`config.mk`:
```
export PLATFORM = sky130hd
export DESIGN_NAME = reg_bank_arbiter_flat
export DESIGN_NICKNAME = d
export VERILOG_FILES = /design/src/rtl/reg_access_pkg.sv /design/src/rtl/reg_bank_arbiter_if.sv /design/src/rtl/rr_arbiter.sv /design/src/rtl/reg_bank_arbiter.sv /design/src/flat_wrapper.sv
export SDC_FILE = /design/constraint.sdc
export NUM_CORES = 1
export LEC_CHECK = 0
export BUFFER_PORTS_ARGS = -buffer_cell sky130_fd_sc_hd__buf_4
export CAP_MARGIN = 5
export CORE_AREA = 2 2 118 120
export CTS_BUF_LIST = sky130_fd_sc_hd__clkbuf_4 sky130_fd_sc_hd__clkbuf_8
export CTS_CLUSTER_SIZE = 25
export DETAILED_ROUTE_END_ITERATION = 16
export DIE_AREA = 0 0 120 122
export GPL_ROUTABILITY_DRIVEN = 0
export SLEW_MARGIN = 10
export SYNTH_ARGS = -nofsm -noshare
export SYNTH_HDL_FRONTEND = slang
export SYNTH_SLANG_ARGS = --single-unit
```
`constraint.sdc`:
```
create_clock -name clk -period 3.33 [get_ports clk]
set_input_delay 0.666 -clock clk [delete_from_list [all_inputs] [get_ports clk]]
set_output_delay 0.666 -clock clk [all_outputs]
set_load 0.005 [all_outputs]
```
`src/rtl/reg_access_pkg.sv`:
```
// Shared register-access definitions: default bus geometry, command opcodes, arbiter states.
// Pure declarations; no logic, no latency, no backpressure.
package reg_access_pkg;

    localparam int WORD_WIDTH_DEF  = 8;
    localparam int VALUE_WORDS_DEF = 4;

    localparam logic [7:0] CMD_WRITE = 8'h77;
    localparam logic [7:0] CMD_READ  = 8'h72;

    typedef enum logic [1:0] {
        IDLE,
        ISSUE,
        WAIT,
        RESP
    } arb_state_t;

endpackage

```
`src/rtl/reg_bank_arbiter_if.sv`:
```
// Requester-side bundle of the register bank arbiter: packed per-requester requests, shared read data.
// Requesters hold i_req until their o_ack pulse; the arbiter drives the o_* side.
interface reg_bank_arbiter_if
    import reg_access_pkg::*;
#(
    parameter int N_REQ       = 2,
    parameter int WORD_WIDTH  = WORD_WIDTH_DEF,
    parameter int VALUE_WORDS = VALUE_WORDS_DEF
);
    localparam int DW = WORD_WIDTH * VALUE_WORDS;

    logic [N_REQ-1:0]            i_req;
    logic [N_REQ-1:0]            i_we;
    logic [N_REQ*WORD_WIDTH-1:0] i_addr;
    logic [N_REQ*DW-1:0]         i_wdata;
    logic [N_REQ-1:0]            o_ack;
    logic [N_REQ-1:0]            o_rvalid;
    logic [DW-1:0]               o_rdata;

    modport master (
        output i_req, i_we, i_addr, i_wdata,
        input  o_ack, o_rvalid, o_rdata
    );

    modport slave (
        input  i_req, i_we, i_addr, i_wdata,
        output o_ack, o_rvalid, o_rdata
    );

endinterface

```
`src/rtl/rr_arbiter.sv`:
```
// Round-robin winner select: combinational grant from req and ptr; ptr moves past the winner on advance.
// Grant is zero-latency; no backpressure, the caller decides when to advance.
module rr_arbiter #(
    parameter  int N_REQ = 2,
    localparam int IW    = $clog2(N_REQ)
) (
    input  logic             clk,
    input  logic             i_reset,
    input  logic [N_REQ-1:0] req,
    input  logic             advance,
    input  logic [IW-1:0]    adv_idx,
    output logic [IW-1:0]    grant,
    output logic             any_req
);

    logic [IW-1:0] ptr;

    // Walk offsets from highest to lowest so the requester nearest ptr overrides the rest.
    always_comb begin
        logic [IW:0] idx;
        idx     = '0;
        grant   = ptr;
        any_req = |req;
        for (int i = N_REQ - 1; i >= 0; i--) begin
            idx = {1'b0, ptr} + (IW+1)'(i);
            if (idx >= (IW+1)'(N_REQ)) begin
                idx = idx - (IW+1)'(N_REQ);
            end
            if (req[idx[IW-1:0]]) begin
                grant = idx[IW-1:0];
            end
        end
    end

    always_ff @(posedge clk) begin
        if (i_reset) begin
            ptr <= '0;
        end else if (advance) begin
            ptr <= (adv_idx == IW'(N_REQ - 1)) ? '0 : adv_idx + 1'b1;
        end
    end

endmodule

```
`src/rtl/reg_bank_arbiter.sv`:
```
// Shares one single-port register bank among N_REQ requesters, one transaction at a time, round-robin.
// Write: strobe +1, ack +2; read: strobe +1, ack/rvalid +3; requesters simply hold i_req until acked.
module reg_bank_arbiter
    import reg_access_pkg::*;
#(
    parameter  int WORD_WIDTH  = WORD_WIDTH_DEF,
    parameter  int VALUE_WORDS = VALUE_WORDS_DEF,
    parameter  int N_REQ       = 2,
    localparam int DW          = WORD_WIDTH * VALUE_WORDS,
    localparam int IW          = $clog2(N_REQ)
) (
    input  logic                  clk,
    input  logic                  i_reset,
    reg_bank_arbiter_if.slave     req_bus,
    output logic                  o_bank_w_en,
    output logic                  o_bank_r_en,
    output logic [WORD_WIDTH-1:0] o_bank_addr,
    output logic [DW-1:0]         o_bank_wdata,
    input  logic [DW-1:0]         i_bank_rdata
);

    arb_state_t       state;
    logic [IW-1:0]    g_q;
    logic             we_q;
    logic [N_REQ-1:0] ack_q;
    logic [N_REQ-1:0] rvalid_q;
    logic [DW-1:0]    rdata_q;
    logic [IW-1:0]    grant;
    logic             any_req;

    rr_arbiter #(.N_REQ(N_REQ)) u_rr (
        .clk     (clk),
        .i_reset (i_reset),
        .req     (req_bus.i_req),
        .advance (state == RESP),
        .adv_idx (g_q),
        .grant   (grant),
        .any_req (any_req)
    );

    assign req_bus.o_ack    = ack_q;
    assign req_bus.o_rvalid = rvalid_q;
    assign req_bus.o_rdata  = rdata_q;

    // The bank address/value registers double as the latched request, so they hold between transactions.
    always_ff @(posedge clk) begin
        if (i_reset) begin
            state        <= IDLE;
            g_q          <= '0;
            we_q         <= 1'b0;
            ack_q        <= '0;
            rvalid_q     <= '0;
            rdata_q      <= '0;
            o_bank_w_en  <= 1'b0;
            o_bank_r_en  <= 1'b0;
            o_bank_addr  <= '0;
            o_bank_wdata <= '0;
        end else begin
            case (state)
                IDLE: begin
                    if (any_req) begin
                        g_q          <= grant;
                        we_q         <= req_bus.i_we[grant];
                        o_bank_addr  <= req_bus.i_addr[int'(grant)*WORD_WIDTH +: WORD_WIDTH];
                        o_bank_wdata <= req_bus.i_wdata[int'(grant)*DW +: DW];
                        o_bank_w_en  <= req_bus.i_we[grant];
                        o_bank_r_en  <= !req_bus.i_we[grant];
                        state        <= ISSUE;
                    end
                end
                ISSUE: begin
                    o_bank_w_en <= 1'b0;
                    o_bank_r_en <= 1'b0;
                    if (we_q) begin
                        ack_q <= N_REQ'(1) << g_q;
                        state <= RESP;
                    end else begin
                        state <= WAIT;
                    end
                end
                WAIT: begin
                    rdata_q  <= i_bank_rdata;
                    ack_q    <= N_REQ'(1) << g_q;
                    rvalid_q <= N_REQ'(1) << g_q;
                    state    <= RESP;
                end
                RESP: begin
                    ack_q    <= '0;
                    rvalid_q <= '0;
                    state    <= IDLE;
                end
                default: state <= IDLE;
            endcase
        end
    end

endmodule

```
`src/flat_wrapper.sv`:
```
// flat-port wrapper written by rule: the top's interface ports become plain ports
module reg_bank_arbiter_flat import reg_access_pkg::*;
#(
    parameter  int WORD_WIDTH  = WORD_WIDTH_DEF,
    parameter  int VALUE_WORDS = VALUE_WORDS_DEF,
    parameter  int N_REQ       = 2,
    localparam int DW          = WORD_WIDTH * VALUE_WORDS,
    localparam int IW          = $clog2(N_REQ)
)
  (clk, i_reset, o_bank_w_en, o_bank_r_en, o_bank_addr, o_bank_wdata, i_bank_rdata, req_bus_i_req, req_bus_i_we, req_bus_i_addr, req_bus_i_wdata, req_bus_o_ack, req_bus_o_rvalid, req_bus_o_rdata);
  reg_bank_arbiter_if #(.N_REQ(N_REQ), .WORD_WIDTH(WORD_WIDTH), .VALUE_WORDS(VALUE_WORDS)) req_bus_i ();
  input  logic clk;
  input  logic i_reset;
  output logic o_bank_w_en;
  output logic o_bank_r_en;
  output logic [WORD_WIDTH-1:0] o_bank_addr;
  output logic [DW-1:0] o_bank_wdata;
  input  logic [DW-1:0] i_bank_rdata;
  input wire logic [$bits(req_bus_i.i_req)-1:0] req_bus_i_req;
  input wire logic [$bits(req_bus_i.i_we)-1:0] req_bus_i_we;
  input wire logic [$bits(req_bus_i.i_addr)-1:0] req_bus_i_addr;
  input wire logic [$bits(req_bus_i.i_wdata)-1:0] req_bus_i_wdata;
  output wire logic [$bits(req_bus_i.o_ack)-1:0] req_bus_o_ack;
  output wire logic [$bits(req_bus_i.o_rvalid)-1:0] req_bus_o_rvalid;
  output wire logic [$bits(req_bus_i.o_rdata)-1:0] req_bus_o_rdata;
  assign req_bus_i.i_req = req_bus_i_req;
  assign req_bus_i.i_we = req_bus_i_we;
  assign req_bus_i.i_addr = req_bus_i_addr;
  assign req_bus_i.i_wdata = req_bus_i_wdata;
  assign req_bus_o_ack = req_bus_i.o_ack;
  assign req_bus_o_rvalid = req_bus_i.o_rvalid;
  assign req_bus_o_rdata = req_bus_i.o_rdata;
  reg_bank_arbiter #(.WORD_WIDTH(WORD_WIDTH), .VALUE_WORDS(VALUE_WORDS), .N_REQ(N_REQ)) u_core (.clk(clk), .i_reset(i_reset), .req_bus(req_bus_i), .o_bank_w_en(o_bank_w_en), .o_bank_r_en(o_bank_r_en), .o_bank_addr(o_bank_addr), .o_bank_wdata(o_bank_wdata), .i_bank_rdata(i_bank_rdata));
endmodule
```
==> results of run 1 <==
-- flip-flops by register name (all words and copies together), names as in the netlist --
signal and count:
u_core.o_bank_wdata 32, u_core.o_bank_addr 8, u_core.req_bus.o_ack 2, u_core.g_q 1
u_core.o_bank_r_en 1, u_core.state 2, u_core.req_bus.o_rdata 32, u_core.req_bus.o_rvalid 2
u_core.o_bank_w_en 1, u_core.we_q 1, u_core.u_rr.ptr 1
-- worst max-delay path: cells and delay by family --
kind | cells | cell delay, ps
buffers and inverters | 2 | 680
AND/OR/NAND/NOR | 1 | 340
AO/OA/AOI/OAI | 2 | 610
-- Yosys cell counts, types with 3 or more instances --
cell type	instances	share of area [%]
clkbuf_1	33	3.2
nand2b_1	3	0.48
nor2_1	36	3.5
nor2b_1	4	0.64
o2111ai_1	40	9.0
nand2_1	3	0.29
o311a_1	40	10
ha_1	4	1.3
a21oi_1	43	5.5
a211oi_1	4	0.77
mux2i_1	37	9.5
inv_1	87	8.4
buf_2	10	1.3
nor3_1	3	0.38
dfxtp_1	83	43
-- kinds of logic after synthesis --
family / after synthesis / share of synthesized area [%]
buffers and inverters: 132 / 13.01
AO/OA/AOI/OAI: 139 / 27.79
adder cells (fa/ha/maj): 4 / 1.282
flip-flops: 83 / 42.56
AND/OR/NAND/NOR: 53 / 5.865
multiplexers: 37 / 9.487
-- routing by layer --
metal	GRT usage, %	up-vias	part of all wire (%)	wire length (um)
met5	0	-	0	0
met4	6.912	0	2.2	259
met3	3.511	26	7.4	852
met2	25.36	168	47	5405
met1	18.91	1784	44	5056
li1	-	1922	-	-
-- metrics by stage --
stage | setup slack (ps) | std cells
finish | 1298 | 800
global route | 1175 | 800
CTS | 1335 | 800
floorplan | 1570 | 448
detailed placement | 948.2 | 784
global placement | 1007 | 784
-- power breakdown --
part | total, uW | internal (uW) | switching [uW]
combinational | 1930 | 959 | 969
sequential | 1500 | 1310 | 190
clock | 824 | 471 | 354
-- worst max-delay path by stage --
stage	slack (ps)	depth (start not counted)	end	startpoint
2_1_floorplan	1570	5	u_core.o_bank_addr[0]	req_bus_i_req[1]
3_3_place_gp	1010	5	u_core.o_bank_wdata[28]	req_bus_i_req[1]
3_5_place_dp	950	5	u_core.o_bank_wdata[3]	req_bus_i_req[1]
4_1_cts	1330	5	u_core.o_bank_wdata[3]	req_bus_i_req[1]
5_1_grt	1170	5	u_core.o_bank_wdata[3]	req_bus_i_req[1]
6_report	1300	5	u_core.o_bank_wdata[3]	req_bus_i_req[1]
-- cell type report --
cell class              instances  area share (%)
inverters                      87           5.699
well taps                     180           3.930
clock inverters                 4           1.266
repair buffers                201           26.77
flip-flops and latches         83           29.02
multi-input cells             233           30.55
clock buffers                  12           2.773
==> impl_metrics.ini, run 1 <==
[grt]
grt_max_degree = 85
grt_use_total_pct = 15.29
gr-total-overflow = 0
grt_pass1_vias = 3734
antenna_found_initial = 0
grt_pass1_wl_um = 17940

[floorplanning]
die_w_um = 120
die_h_um = 122
die_area_sq_um = 14640
start_util_pct = 28.91
fp-row-count = 43
ios = 196
core_sq_um = 13500

[clock_network]
clk_latency_ps = 360
cts_max_path_buffers = 2
ctsHtreeMaxLevel = 3
holdBufCountCts = 0
clk_pin_slew_worst_paths_ps = 80
postCtsSetupBuffers = 0
cts_resized = 0
cts_tree = done
cts_sinks = 83
root_buffer = clkbuf_8
cts_inserted_buffers = 9

[timing]
worst_slew_pin_slew_ps = 861.0
setup_viol = 0
slew_violations = 0
fmax_ghz = 0.4921
rsz0062_at_grt = false
period_needed_ps = 2032
fin_worst_skew_ps = 6.573
hold_violations = 0
fin_tns_setup_ps = 0
slew_headroom_pct = 42.60
post-route-period-util_pct = 61.03
whs_ps = 474.9

[finish]
multi_input_area_sq_um = 1750
final_nets = 737
layout_commonest_cell = buf_4
n_antenna_cell = 0
seq_area_sq_um = 1663
final_cell_mix = buf_4, inv_1, dfxtp_1
syn_to_final_growth_pct = 46.79
fillCellCount = 1330
stdcell_area_sq_um = 5731
drive_above_1_share_pct = 35.65
fin_util_pct = 42.43

[pwr]
ir_drop_mv = 0.2648
p_leak_uw = 0.002643
power.total_uw = 4257
power_density_nw_per_um2 = 742.9

[worst_setup_path]
start_kind = input port
critPathKind = in2reg
required_ps = 3630
critPathCaptureType = flop
arrival_ps = 2330
rr_worst_depth = 5
path_cells = buf_4 -> nor2b_1 -> a21o_1 -> buf_12 -> o311a_1
reg2reg_setup_slack_ps = 1420
cp_slowest_stage_delay_ps = 440
critPathMaxFanout = 46
timing.rr.end = u_core.o_bank_wdata[3]
slowest_stage = a21o_1
r2r-start = u_core.state[0]

[route]
first_pass_iters = 4
drtIter0Drc = 195
wl_per_cell_um = 14.47
detail-route-antenna-nets = 0
viasPerCell = 4.875
wl_um = 11570
num_vias = 3900
drc = 0

[synthesis]
async_reset_ff_share_pct = 0
ys_seq_area_share_pct = 42.56
synth_cell_types = 28
synth_edf_count = 0
synth_nets = 570
ys_warn_count = 0
postSynthAreaPerCell_sq_um = 8.714
synthCells = 448
synth-main-ff-cell = dfxtp_1
syn_area_sq_um = 3904
ys_ff_latch = 83

[job]
maxCapViolations = 0

[worst_hold_path]
min-delay-start = u_core.req_bus.o_ack[1]
holdPathStages = 2
min_to = u_core.req_bus.o_ack[1]
holdCritPathClass = reg2reg

[placement]
portBuffers = 195
dp_hpwl_um = 8169
post_dp_cell_area_sq_um = 5499

[run_status]
outcome = complete, no violations
(Power assumes the default switching activity.)
==> run 2: changes to the inputs <==
- ABC_AREA: unset -> 1
- CORE_AREA: 2 2 118 120 -> 2 2 115 117
- DIE_AREA: 0 0 120 122 -> 0 0 117 119
- clock period: 3.33 -> 1.7 ns (I/O delays scaled with it)
==> run 2 against run 1 <==
Effect of this change:
- critical endpoint is now u_core.o_bank_addr[7]
- highest routed layer unchanged
- sequential share of layout area increased by 0.81 points
- synthesized cell count grew 25%
- cell count rose by 15%
==> impl_metrics.ini, run 2 <==
[timing]
setup_viol = 0
whs_ps = 207.1
slew_headroom_pct = 66.84
fin_worst_skew_ps = 8.337
fin_tns_setup_ps = 0
period_needed_ps = 1540
fmax_ghz = 0.6492
worst_slew_pin_slew_ps = 497.4
hold_violations = 0
rsz0062_at_grt = false
slew_violations = 0
post-route-period-util_pct = 90.60

[synthesis]
postSynthAreaPerCell_sq_um = 6.666
ys_ff_latch = 83
yosys-top-cells-count = nor2_1, nand2_1, nand3_1
syn_area_sq_um = 3740
synth_top_area_cell = dfxtp_1
synth_area_leaders = dfxtp_1, nor2_1, nand3_1
ys_seq_area_share_pct = 44.43
yosysMostFrequentCell = nor2_1
synth_cell_types = 20
async_reset_ff_share_pct = 0
synth_nets = 683
synth_edf_count = 0
synth-main-ff-cell = dfxtp_1
ys_warn_count = 0
synthCells = 561
netlist.area_leader.share_pct = 44.43

[finish]
final_nets = 864
stdcell_area_sq_um = 5572
layout_commonest_cell = buf_4
fillCellCount = 1349
drive_above_1_share_pct = 30.39
syn_to_final_growth_pct = 48.98
fin_util_pct = 43.28
final_cell_mix = buf_4, nor2_1, nand2_1
n_antenna_cell = 0

[clock_network]
postCtsSetupBuffers = 0
cts_inserted_buffers = 9
ctsHtreeMaxLevel = 3
cts_resized = 0
root_buffer = clkbuf_8
holdBufCountCts = 0
cts_sinks = 83
clk_latency_ps = 350
cts_max_path_buffers = 2
clk_pin_slew_worst_paths_ps = 90
cts_tree = done

[floorplanning]
die_area_sq_um = 13920
die_h_um = 119
fp-row-count = 42
core_sq_um = 12870
die_w_um = 117
ios = 196
start_util_pct = 29.05

[worst_hold_path]
holdCritPathClass = in2reg

[route]
wl_um = 10900
wl_met1_um = 4662
highest_layer = met4
num_vias = 4101
drtIter0Drc = 221
first_pass_iters = 7
wl_met2_um = 5222
wl_per_cell_um = 11.81
wl_met3_um = 861
detail-route-antenna-nets = 0
drc = 0
viasPerCell = 4.443

[worst_setup_path]
critPathCaptureType = flop
required_ps = 1950
critPathMaxFanout = 44
start_kind = flop
arrival_ps = 1800
critPathKind = reg2reg

[pwr]
power_density_nw_per_um2 = 1504
power.total_uw = 8379
p_leak_uw = 0.003005
ir_drop_mv = 0.5570

[grt]
grt_pass1_vias = 3828
antenna_found_initial = 0
grt_pass1_wl_um = 17150
gr-total-overflow = 0
grt_max_degree = 47
grt_use_total_pct = 15.32

[placement]
post_dp_cell_area_sq_um = 5348
portBuffers = 195
dp_hpwl_um = 7970

[run_status]
outcome = complete, no violations

[job]
maxCapViolations = 0
run 2: cell types whose count changed after synthesis, moves of 9 or more:
cell,before,now
nand2_1,3,91
nand3_1,2,86
o2111ai_1,40,0
mux2i_1,37,0
clkbuf_1,33,7
inv_1,87,53
o311a_1,40,0
a21oi_1,43,7
buf_2,10,19
nor2_1,36,154
o21ai_0,2,37
run 2: area by class of cell:
class | instances | area [sq um] | area share [%]
clock buffer | 9 | 123.9 | 2.223
clock inverter | 7 | 100.1 | 1.797
inverter | 54 | 202.7 | 3.638
multi-input combinational | 388 | 1679 | 30.14
sequential | 83 | 1662 | 29.82
tap | 176 | 220.2 | 3.952
timing repair buffer | 206 | 1584 | 28.43
run 2: path summary, 6_finish.rpt:
path	cells after the start	slack, ps	start	to
setup reg to reg	9	160	u_core.state[0]	u_core.o_bank_addr[7]
setup / recovery	9	160	u_core.state[0]	u_core.o_bank_addr[7]
hold reg to reg	2	470	u_core.req_bus.o_rvalid[1]	u_core.req_bus.o_rvalid[1]
hold / removal	3	210	i_bank_rdata[4]	u_core.req_bus.o_rdata[4]
run 2: power breakdown:
| part | leakage [uW] | switching, uW | internal (uW) |
|---|---|---|---|
| logic | 0.00222 | 1940 | 1780 |
| clock network | 0.000102 | 757 | 837 |
| registers | 0.000684 | 391 | 2670 |
run 2: per-layer routing:
metal  global-route usage [%]  up-vias
met5                        0        -
met1                    17.32     1840
met3                    4.682       13
li1                         -     2112
met2                    27.20      136
met4                    4.706        0
run 2: kinds of logic after synthesis:
| kind of cell | synth area share (%) |
|---|---|
| DFF | 44.43 |
| buffers and inverters | 10.67 |
| adders and majority gates | 1.338 |
| and+or+nand+nor | 36.73 |
| AOI/OAI and AO/OA | 6.825 |
run 2: per-stage QoR:
stage | std cells | worst slack, ps
4_1_cts | 923 | 171.0
2_1_floorplan | 561 | 329.0
6_report | 923 | 159.7
3_3_place_gp | 907 | 284.0
3_5_place_dp | 907 | 181.1
5_1_grt | 923 | 20.46
run 2: critical path, cell delays in order, from the launching register on:
cell and delay, ps:
dfxtp_1 390, inv_1 90, ha_1 280, o21ai_2 120, inv_2 90, buf_12 180
nor2_1 110, nor2_1 50, nand2_1 80, inv_1 40
